### src/rtl/mem_stage_pkg.sv
`default_nettype none
// ============================================================================
// Module      : mem_stage_pkg
// Description : Shared constants and types for the MEM pipeline stage:
//               memory-op / control-op / exception encodings, bus_if state
//               encoding and active-high / active-low enable levels.
//               Reset everywhere is active-low and taken on its falling edge.
// Revision    : 1.0 - initial release
// ============================================================================
package mem_stage_pkg;

   // Enable levels for active-high and active-low (trailing '_') signals
   localparam logic ENABLE       = 1'b1;
   localparam logic DISABLE      = 1'b0;
   localparam logic ENABLE_      = 1'b0;
   localparam logic DISABLE_     = 1'b1;
   localparam logic RESET_ENABLE = 1'b0;

   // Bus direction
   localparam logic BUS_RW_READ  = 1'b1;
   localparam logic BUS_RW_WRITE = 1'b0;

   // Memory operation carried in EX/MEM
   localparam logic [1:0] MEM_OP_NOP   = 2'd0;
   localparam logic [1:0] MEM_OP_LOAD  = 2'd1;
   localparam logic [1:0] MEM_OP_STORE = 2'd2;

   // Control operation carried through to WB
   localparam logic [1:0] CTRL_OP_NOP  = 2'd0;
   localparam logic [1:0] CTRL_OP_WRCR = 2'd1;
   localparam logic [1:0] CTRL_OP_EXRT = 2'd2;

   // Exception codes
   localparam logic [2:0] ISA_EXP_NO_EXP     = 3'd0;
   localparam logic [2:0] ISA_EXP_EXT_INT    = 3'd1;
   localparam logic [2:0] ISA_EXP_UNDEF_INSN = 3'd2;
   localparam logic [2:0] ISA_EXP_OVERFLOW   = 3'd3;
   localparam logic [2:0] ISA_EXP_MISS_ALIGN = 3'd4;
   localparam logic [2:0] ISA_EXP_TRAP       = 3'd5;
   localparam logic [2:0] ISA_EXP_PRV_VIO    = 3'd6;

   // bus_if controller states
   typedef enum logic [1:0] {
      BUS_IF_STATE_IDLE   = 2'd0,
      BUS_IF_STATE_REQ    = 2'd1,
      BUS_IF_STATE_ACCESS = 2'd2,
      BUS_IF_STATE_STALL  = 2'd3
   } bus_if_state_t;

   // Word accesses only: any non-zero byte offset is a misaligned access
   function automatic logic is_miss_align(input logic [1:0] byte_off);
      return (byte_off != 2'b00);
   endfunction

endpackage
`default_nettype wire

### src/rtl/mem_bus_if.sv
`default_nettype none
// ============================================================================
// Module      : mem_bus_if
// Description : Bus master for the MEM stage. Requests the shared bus,
//               strobes one word access once granted, waits for ready and
//               returns the read data. If the pipeline is stalled when the
//               access completes, the read data is buffered (STALL state)
//               until the stall drops.
// Revision    : 1.0 - initial release
// Ports       : clk, reset (async, active-low)
//               i_stall / i_flush       pipeline control
//               o_busy                  access outstanding
//               i_access, i_addr, i_rw, i_wr_data   access request from MEM
//               o_rd_data               read data for the MEM/WB register
//               o_bus_* / i_bus_*       shared bus (active-low req/grnt/as/rdy)
// ============================================================================
module mem_bus_if
   import mem_stage_pkg::*;
#(
   parameter int ADDR_W = 30,
   parameter int DATA_W = 32
) (
   input  logic              clk,
   input  logic              reset,
   input  logic              i_stall,
   input  logic              i_flush,
   output logic              o_busy,
   input  logic              i_access,
   input  logic [ADDR_W-1:0] i_addr,
   input  logic              i_rw,
   input  logic [DATA_W-1:0] i_wr_data,
   output logic [DATA_W-1:0] o_rd_data,
   output logic              o_bus_req_,
   input  logic              i_bus_grnt_,
   output logic              o_bus_as_,
   output logic              o_bus_rw,
   output logic [ADDR_W-1:0] o_bus_addr,
   output logic [DATA_W-1:0] o_bus_wr_data,
   input  logic [DATA_W-1:0] i_bus_rd_data,
   input  logic              i_bus_rdy_
);

   bus_if_state_t     r_state;
   logic [DATA_W-1:0] r_rd_buf;
   logic              w_release;

   // busy is combinational so the controller can freeze upstream in the very
   // cycle the access is first seen; it drops in the ready cycle so the
   // MEM/WB register can take the bus data directly. A flush cancels it.
   always_comb begin
      o_busy    = DISABLE;
      o_rd_data = '0;
      case (r_state)
         BUS_IF_STATE_IDLE: begin
            if (!i_flush && i_access) o_busy = ENABLE;
         end
         BUS_IF_STATE_REQ: begin
            if (!i_flush) o_busy = ENABLE;
         end
         BUS_IF_STATE_ACCESS: begin
            if (i_bus_rdy_ == ENABLE_) o_rd_data = i_bus_rd_data;
            else if (!i_flush)         o_busy    = ENABLE;
         end
         BUS_IF_STATE_STALL: begin
            o_rd_data = r_rd_buf;
         end
         default: begin
            o_busy    = DISABLE;
            o_rd_data = '0;
         end
      endcase
   end

   // Bus is handed back either on completion or on an abandoning flush
   assign w_release = ((r_state == BUS_IF_STATE_REQ) && i_flush) ||
                      ((r_state == BUS_IF_STATE_ACCESS) &&
                       (i_flush || (i_bus_rdy_ == ENABLE_)));

   always_ff @(posedge clk or negedge reset) begin
      if (!reset) begin
         r_state       <= BUS_IF_STATE_IDLE;
         o_bus_req_    <= DISABLE_;
         o_bus_as_     <= DISABLE_;
         o_bus_rw      <= BUS_RW_READ;
         o_bus_addr    <= '0;
         o_bus_wr_data <= '0;
         r_rd_buf      <= '0;
      end else begin
         case (r_state)
            BUS_IF_STATE_IDLE: begin
               if (!i_flush && i_access) begin
                  r_state       <= BUS_IF_STATE_REQ;
                  o_bus_req_    <= ENABLE_;
                  o_bus_addr    <= i_addr;
                  o_bus_rw      <= i_rw;
                  o_bus_wr_data <= i_wr_data;
               end
            end
            BUS_IF_STATE_REQ: begin
               if (i_flush) begin
                  r_state <= BUS_IF_STATE_IDLE;
               end else if (i_bus_grnt_ == ENABLE_) begin
                  r_state   <= BUS_IF_STATE_ACCESS;
                  o_bus_as_ <= ENABLE_;
               end
            end
            BUS_IF_STATE_ACCESS: begin
               // Address strobe lasts exactly one cycle
               o_bus_as_ <= DISABLE_;
               if (i_flush) begin
                  r_state <= BUS_IF_STATE_IDLE;
               end else if (i_bus_rdy_ == ENABLE_) begin
                  if (i_stall) begin
                     r_state  <= BUS_IF_STATE_STALL;
                     r_rd_buf <= i_bus_rd_data;
                  end else begin
                     r_state <= BUS_IF_STATE_IDLE;
                  end
               end
            end
            BUS_IF_STATE_STALL: begin
               if (!i_stall) r_state <= BUS_IF_STATE_IDLE;
            end
            default: begin
               r_state <= BUS_IF_STATE_IDLE;
            end
         endcase

         if (w_release) begin
            o_bus_req_    <= DISABLE_;
            o_bus_rw      <= BUS_RW_READ;
            o_bus_addr    <= '0;
            o_bus_wr_data <= '0;
         end
      end
   end

endmodule
`default_nettype wire

### src/rtl/mem_stage.sv
`default_nettype none
// ============================================================================
// Module      : mem_stage
// Description : MEM stage of the 5-stage pipeline. Consumes the EX/MEM
//               register, performs word loads/stores on the shared bus via
//               mem_bus_if and produces the MEM/WB register.
//               Optional macro MEM_ALIGN_CHECK_EN: when defined, a load/store
//               whose byte offset ex_out[1:0] is non-zero makes no bus access
//               and reports ISA_EXP_MISS_ALIGN; when undefined the offset is
//               ignored.
// Revision    : 1.0 - initial release
// Ports       : clk, reset (async, active-low), stall, flush, busy
//               ex_*   EX/MEM register inputs
//               bus_*  shared bus (active-low req/grnt/as/rdy)
//               mem_*  MEM/WB register outputs
// ============================================================================
module mem_stage
   import mem_stage_pkg::*;
#(
   parameter int ADDR_W = 30,
   parameter int DATA_W = 32
) (
   input  logic              clk,
   input  logic              reset,
   input  logic              stall,
   input  logic              flush,
   output logic              busy,
   input  logic [ADDR_W-1:0] ex_pc,
   input  logic              ex_en,
   input  logic              ex_br_flag,
   input  logic [1:0]        ex_mem_op,
   input  logic [DATA_W-1:0] ex_mem_wr_data,
   input  logic [1:0]        ex_ctrl_op,
   input  logic [4:0]        ex_dst_addr,
   input  logic              ex_gpr_we_,
   input  logic [2:0]        ex_exp_code,
   input  logic [DATA_W-1:0] ex_out,
   output logic              bus_req_,
   input  logic              bus_grnt_,
   output logic              bus_as_,
   output logic              bus_rw,
   output logic [ADDR_W-1:0] bus_addr,
   output logic [DATA_W-1:0] bus_wr_data,
   input  logic [DATA_W-1:0] bus_rd_data,
   input  logic              bus_rdy_,
   output logic [ADDR_W-1:0] mem_pc,
   output logic              mem_en,
   output logic              mem_br_flag,
   output logic [1:0]        mem_ctrl_op,
   output logic [4:0]        mem_dst_addr,
   output logic              mem_gpr_we_,
   output logic [2:0]        mem_exp_code,
   output logic [DATA_W-1:0] mem_out
);

   logic              w_miss_align;
   logic              w_access;
   logic              w_rw;
   logic [DATA_W-1:0] w_rd_data;

`ifdef MEM_ALIGN_CHECK_EN
   assign w_miss_align = ex_en && (ex_mem_op != MEM_OP_NOP) &&
                         is_miss_align(ex_out[1:0]);
`else
   assign w_miss_align = 1'b0;
`endif

   assign w_access = ex_en && (ex_mem_op != MEM_OP_NOP) && !w_miss_align;
   assign w_rw     = (ex_mem_op == MEM_OP_LOAD) ? BUS_RW_READ : BUS_RW_WRITE;

   mem_bus_if #(
      .ADDR_W (ADDR_W),
      .DATA_W (DATA_W)
   ) u_bus_if (
      .clk           (clk),
      .reset         (reset),
      .i_stall       (stall),
      .i_flush       (flush),
      .o_busy        (busy),
      .i_access      (w_access),
      .i_addr        (ex_out[ADDR_W+1:2]),
      .i_rw          (w_rw),
      .i_wr_data     (ex_mem_wr_data),
      .o_rd_data     (w_rd_data),
      .o_bus_req_    (bus_req_),
      .i_bus_grnt_   (bus_grnt_),
      .o_bus_as_     (bus_as_),
      .o_bus_rw      (bus_rw),
      .o_bus_addr    (bus_addr),
      .o_bus_wr_data (bus_wr_data),
      .i_bus_rd_data (bus_rd_data),
      .i_bus_rdy_    (bus_rdy_)
   );

   // MEM/WB pipeline register; stall has priority over flush
   always_ff @(posedge clk or negedge reset) begin
      if (!reset) begin
         mem_pc       <= '0;
         mem_en       <= DISABLE;
         mem_br_flag  <= DISABLE;
         mem_ctrl_op  <= CTRL_OP_NOP;
         mem_dst_addr <= '0;
         mem_gpr_we_  <= DISABLE_;
         mem_exp_code <= ISA_EXP_NO_EXP;
         mem_out      <= '0;
      end else if (!stall) begin
         if (flush) begin
            mem_pc       <= '0;
            mem_en       <= DISABLE;
            mem_br_flag  <= DISABLE;
            mem_ctrl_op  <= CTRL_OP_NOP;
            mem_dst_addr <= '0;
            mem_gpr_we_  <= DISABLE_;
            mem_exp_code <= ISA_EXP_NO_EXP;
            mem_out      <= '0;
         end else if (w_miss_align) begin
            // Keep pc/en/br_flag so the exception is attributed correctly
            mem_pc       <= ex_pc;
            mem_en       <= ex_en;
            mem_br_flag  <= ex_br_flag;
            mem_ctrl_op  <= CTRL_OP_NOP;
            mem_dst_addr <= '0;
            mem_gpr_we_  <= DISABLE_;
            mem_exp_code <= ISA_EXP_MISS_ALIGN;
            mem_out      <= '0;
         end else begin
            mem_pc       <= ex_pc;
            mem_en       <= ex_en;
            mem_br_flag  <= ex_br_flag;
            mem_ctrl_op  <= ex_ctrl_op;
            mem_dst_addr <= ex_dst_addr;
            mem_gpr_we_  <= ex_gpr_we_;
            mem_exp_code <= ex_exp_code;
            mem_out      <= (ex_en && (ex_mem_op == MEM_OP_LOAD)) ? w_rd_data : ex_out;
         end
      end
   end

endmodule
`default_nettype wire

### config.mk
export PLATFORM = sky130hd
export DESIGN_NAME = mem_stage
export DESIGN_NICKNAME = d
export VERILOG_FILES = /design/src/rtl/mem_stage_pkg.sv /design/src/rtl/mem_bus_if.sv /design/src/rtl/mem_stage.sv
export SDC_FILE = /design/constraint.sdc
export NUM_CORES = 1
export LEC_CHECK = 0
export BUFFER_PORTS_ARGS = -buffer_cell sky130_fd_sc_hd__buf_2
export CAP_MARGIN = 15
export CORE_MARGIN = 3
export CORE_UTILIZATION = 54
export CTS_BUF_LIST = sky130_fd_sc_hd__clkbuf_8
export DETAILED_ROUTE_END_ITERATION = 10
export GPL_TIMING_DRIVEN = 0
export PLACE_DENSITY = 0.92
export SLEW_MARGIN = 30
export SYNTH_ARGS = -nofsm -noshare
export SYNTH_HDL_FRONTEND = slang
export SYNTH_SLANG_ARGS = --single-unit
### constraint.sdc
create_clock -name clk -period 3.5 [get_ports clk]
set_input_delay 0.7 -clock clk [delete_from_list [all_inputs] [get_ports clk]]
set_output_delay 0.7 -clock clk [all_outputs]
set_load 0.02 [all_outputs]
Word-level counts from Yosys, hierarchy flattened. Cells that the tools add are included.

Memories kept: 0. Bits in read-only memories: 0. Bits of input ports: 147. Register bits after elaboration: 174. Bits in latches: 0. Output and inout bits: 141. RAM bits: 0.

Bitwise operators: 2. Div/mod/pow operators: 0. Reductions and logical operators: 17. Shifts and indexed selects: 0. Add/sub/neg operators: 0. Order comparisons: 0. Equality and inequality tests: 10. $mul: 0. Muxes and demuxes: 39.

Operator list (count): 32-bit two-way mux (6); 30-bit two-way mux (4); 32-bit case mux with 2 select lines (1); 2-bit two-way mux (8); 1-bit two-way mux (15); 2-bit case mux with 4 select lines (1); 4-bit AND reduction (2); 2-bit nonzero test (4); 2-bit inequality test (second input constant) (3); 3-bit inequality test (second input constant) (2); 1-bit logical AND (5); 5-bit two-way mux (1); 2-bit by 1-bit == test with 1-bit output (second input constant) (2); 2-bit == test (second input constant) (2); 3-bit two-way mux (1); 1-bit case mux with 3 select lines (1); 3-bit AND reduction (1); 2-bit zero test (1); 1-bit logical OR (2); 2-bit by 1-bit inequality test with 1-bit output (second input constant) (1); 1-bit inverter (2); 1-bit case mux with 2 select lines (1); 2-bit AND reduction (1); 1-bit zero test (1).

Depth between registers and ports, before layout.
Word-level depth: 6. Depth in mapped cells: 6.

Hierarchy. A second synthesis with hierarchy kept.

Cells, all modules: 738. Area, all modules: 7832.5 µm².

Modules (own cells, without submodules): mem_bus_if (cells each 410, area each 4533.1 µm², instances 1); mem_stage (cells each 328, area each 3299.4 µm², instances 1).

Worst setup path after synthesis. Ideal clock, no wire load.

Path type: input to output. From: input port flush. To: output port busy. Path slack: 1.168 ns. Data arrival time: 1.632 ns. Buffers on the path: 2. Required time: 2.800 ns. Cell stages on the path: 5. Cell sequence: buf_2 -> nor4b_2 -> buf_2 -> nand2_1 -> o21ai_0.

Cells in the longest elaborated chain, start to end: 4. Elaborated cells between the ends (all ways): 6.

RTL lines: from (decl) (RTL line mem_stage.sv:26) `input logic flush,`; 1-bit zero test; 1-bit logical AND (RTL line mem_bus_if.sv:55) `if (!i_flush && i_access) o_busy = ENABLE;`; 1-bit two-way mux (RTL line mem_bus_if.sv:55); 1-bit case mux with 3 select lines * (RTL line mem_bus_if.sv:53) `case (r_state)`; to (decl) (RTL line mem_stage.sv:27) `output logic busy,`.

Every way passes the cells marked *; elsewhere a longest branch is shown, timed or not.

Worst setup path after layout.
From: register u_bus_if.r_state[1]. To: output port busy.

Cells in the longest elaborated chain, start to end: 2. Elaborated cells between the ends (all ways): 4.

RTL lines: from (decl) (RTL line mem_bus_if.sv:43) `bus_if_state_t r_state;`; from (signal assigned) (RTL line mem_bus_if.sv:81) `r_state <= BUS_IF_STATE_IDLE;`; from (signal assigned) (RTL line mem_bus_if.sv:92) `r_state <= BUS_IF_STATE_REQ;`; from (signal assigned) (RTL line mem_bus_if.sv:101) `r_state <= BUS_IF_STATE_IDLE;`; 2-bit == test (tied with other cells) (RTL line mem_bus_if.sv:53); 1-bit case mux with 3 select lines * (RTL line mem_bus_if.sv:53).

Marks and branches as above.

==> flow_summary.yaml <==
status:
  status: "completed"
sta:
  fmax_ghz: 0.367
  final_hold_viol_count: 0
  fin_crit_ps: 2730
  setup_tns_ps: 0
  setup_viol: 0
  tightest_slew_ps: 810
  rsz0062_at_grt: "false"
  clock_skew_ps: 4.91
  drv_slew: 0
  maxSlewHeadroom_pct: 45.8
  period_share_pct: 77.9
finish:
  drive_above_1_share_pct: 38.6
  final_cells: 1164
  utilization_pct: 71.9
  layout.nets: 1122
  area_growth_pct: 29.5
  diodes: 0
power:
  total_power_mw: 5.58
  p_per_area_mw_per_mm2: 584
  ir_worst_vdd_v: 0.000307
  swShare_pct: 32.1
  internal_power_mw: 3.79
  total_leakage_power_nw: 4.84
  p_sw_mw: 1.79
  pwr-share-seq_pct: 46.0
  power_frac_clock_pct: 28.7
  combinationalPowerShare_pct: 25.3
critical_path:
  cpMostUsedCell: "buf_2"
  cp_top_family: "buffers and inverters"
  cp-start-kind: "flip-flop"
  crit_path_max_fanout: 10
  end_kind: "output pin"
  crit_buf_inv: 3
  slowest_stage: "dfrtp_1"
  path_cells: "buf_4, nor4b_2, buf_2, nand2_1, o21ai_0, buf_2"
  critical-path-max-stage-delay_ps: 410
  crit_type: "flip-flop to output pin"
  required_ps: 2800
  arrival_ps: 2030
synthesis:
  synth_largest_area_cell: "dfrtp_1"
  avgSynthCellArea_sq_um: 11.0
  synthDominantCellAreaShare_pct: 57.6
  yosysSeqAreaShare_pct: 59.1
  synthArstFlopShare_pct: 100
  synth_edf_count: 0
  netlist-cell-type-count: 40
  yosysWarnings: 0
  syn_nets: 815
  synth_area_leaders: "dfrtp_1 58%, a22o_1 4.9%, o21ai_0 4.5%, a21oi_1 4.2%, nand3_1 4.2%"
  synth-main-ff-cell: "dfrtp_1"
  mappedNetlistArea_sq_mm: 0.00738
  synth_seq_cells: 174
  syn_inst: 668
die:
  initial_core_util_pct: 55.5
  die_x_microns: 123
  num_rows: 42
  io_pins: 288
  die_h_microns: 123
  fp.dieArea_sq_mm: 0.0151
  core_sq_mm: 0.0133
global_route:
  grt_pass1_wl_microns: 35100
  grt_pass1_vias: 6695
  grt_max_degree: 83
  antenna_found_initial: 0
  grt.overflow.total: 0
  gr-usage-all-layers_pct: 30.2
drt:
  drtIter0Drc: 648
  vias: 6832
  via_per_inst: 5.87
  ant_nets: 0
  routed_wl_microns: 23200
  avgRoutedWirePerCell_microns: 19.9
  drc: 0
  dr.pass1.iters: 5
clocking:
  max-clock-path-buffers: 2
  clk_pin_slew_worst_paths_ps: 90
  post_cts_resized: 0
  htreeDepth: 4
  post_cts_buffers: 0
  clock-sinks: 174
  root_buffer: "clkbuf_8"
  clk_latency_ps: 450
  cts_tree: "built"
  numCtsBuffers: 17
  cts_hold_buf: 0
place:
  dpl.hpwl_microns: 16700
  port_buffers: 286
  dpl.cell_count: 1132
  gp_congestion: 0.817
flow_run:
  maxCapViolCount: 0
hold_path:
  worstHoldPathType: "input pin to asynchronous set/reset pin"
worst reg2reg max path, stage by stage (launching register included):
cell and delay [ps]:
dfrtp_1 410, buf_4 190, xor2_1 160, a21o_1 130
buf_2 260, clkbuf_1 420, a21oi_1 110
area by class of cell:
class	count	area [sq um]
clock buffers	19	262
multi-input cells	424	2650
repair buffers	288	1500
clock inverters	13	195
inverters	1	3.75
well taps	176	220
fillers	979	3740
flip-flops and latches	174	4360
plain buffers	69	370
power groups by stage:
stage | clock network (mW) | registers [mW] | logic [mW]
global route | 1.70 | 2.60 | 1.52
detailed placement | 0 | 2.60 | 1.41
CTS | 1.61 | 2.56 | 1.41
global placement | 0 | 2.57 | 1.37
floorplan | 0 | 2.90 | 0.509
finish | 1.60 | 2.57 | 1.41
synth_stat cells, types with 2 or more instances:
cell type and n:
a221oi_1 28, a22o_1 41, mux2_2 25, dfrtp_1 170, nand3b_1 2, a21oi_1 62, nor3b_1 3, dfstp_2 4
nand2_1 32, nor2b_1 2, clkbuf_1 37, nor2_2 2, o21ai_1 62, a21o_1 2, buf_1 3, buf_6 8
a22oi_1 4, buf_2 11, a32oi_1 4, nor2_1 3, mux2_1 7, o21ai_0 67, and2_1 2, nand3_1 62
buf_4 10
state kept, by name (all words and copies together) (netlist names):
signal and count:
u_bus_if.o_bus_wr_data 32, mem_br_flag 1, u_bus_if.o_bus_addr 30, mem_pc 30, mem_gpr_we_ 1, mem_out 32, mem_ctrl_op 2, u_bus_if.r_state 2
u_bus_if.r_rd_buf 32, mem_en 1, u_bus_if.o_bus_as_ 1, u_bus_if.o_bus_rw 1, mem_dst_addr 5, mem_exp_code 3, u_bus_if.o_bus_req_ 1
placed cells by master, fill, tap and decap left out, types with 5 or more instances in the layout:
cell type / synthesis / routed
clkbuf_1: 37 / 37
buf_2: 11 / 296
mux2_2: 25 / 25
clkbuf_8: 0 / 19
nand2_1: 32 / 32
o21ai_1: 62 / 62
bufinv_16: 0 / 5
mux2_1: 7 / 7
dfrtp_1: 170 / 170
buf_6: 8 / 8
nand3_1: 62 / 62
a221oi_1: 28 / 28
a22o_1: 41 / 41
o21ai_0: 67 / 67
a21oi_1: 62 / 62
buf_4: 10 / 10
through the flow:
| stage | setup slack (ps) | hold WS [ps] | area [sq um] |
|---|---|---|---|
| 2_1_floorplan | 1170 | 404 | 7380 |
| 3_3_place_gp | -925 | 463 | 9030 |
| 3_5_place_dp | 786 | 468 | 9100 |
| 4_1_cts | 743 | 36.6 | 9550 |
| 5_1_grt | 682 | 30.7 | 9550 |
| 6_report | 773 | 59.3 | 9550 |
per-layer routing:
layer / vias to the layer above / global-route usage, % / wire length (microns)
met5: - / 0 / 0
met4: 0 / 10.8 / 496
met3: 41 / 8.87 / 2150
met2: 339 / 50.3 / 11800
met1: 3364 / 37.6 / 8750
li1: 3088 / - / -
logic make-up after synthesis:
| family | count (synthesis) | synth area share (%) |
|---|---|---|
| AO/OA/AOI/OAI | 274 | 22.7 |
| buffers and inverters | 70 | 5.07 |
| multiplexers | 33 | 5.02 |
| AND/OR/NAND/NOR | 116 | 8.04 |
| XOR/XNOR | 1 | 0.119 |
| flip-flops | 174 | 59.1 |
worst paths after layout:
check / endpoint / cells past startpoint / startpoint / slack [ps]
max in group asynchronous: mem_pc[28]$_DFFE_PN0N_ / 2 / reset / 2790
min: u_bus_if.o_bus_wr_data[16]$_DFFE_PN0P_ / 1 / reset / 60
max: busy / 6 / u_bus_if.r_state[1]$_DFFE_PN0P_ / 770
min in group clk: mem_pc[23]$_DFFE_PN0N_ / 2 / ex_pc[23] / 460
max reg2reg: u_bus_if.o_bus_addr[22]$_DFFE_PN0P_ / 6 / u_bus_if.r_state[1]$_DFFE_PN0P_ / 1700
min reg2reg: mem_out[21]$_DFFE_PN0N_ / 2 / mem_out[21]$_DFFE_PN0N_ / 490
No activity file was read; power rests on OpenSTA's default activity.
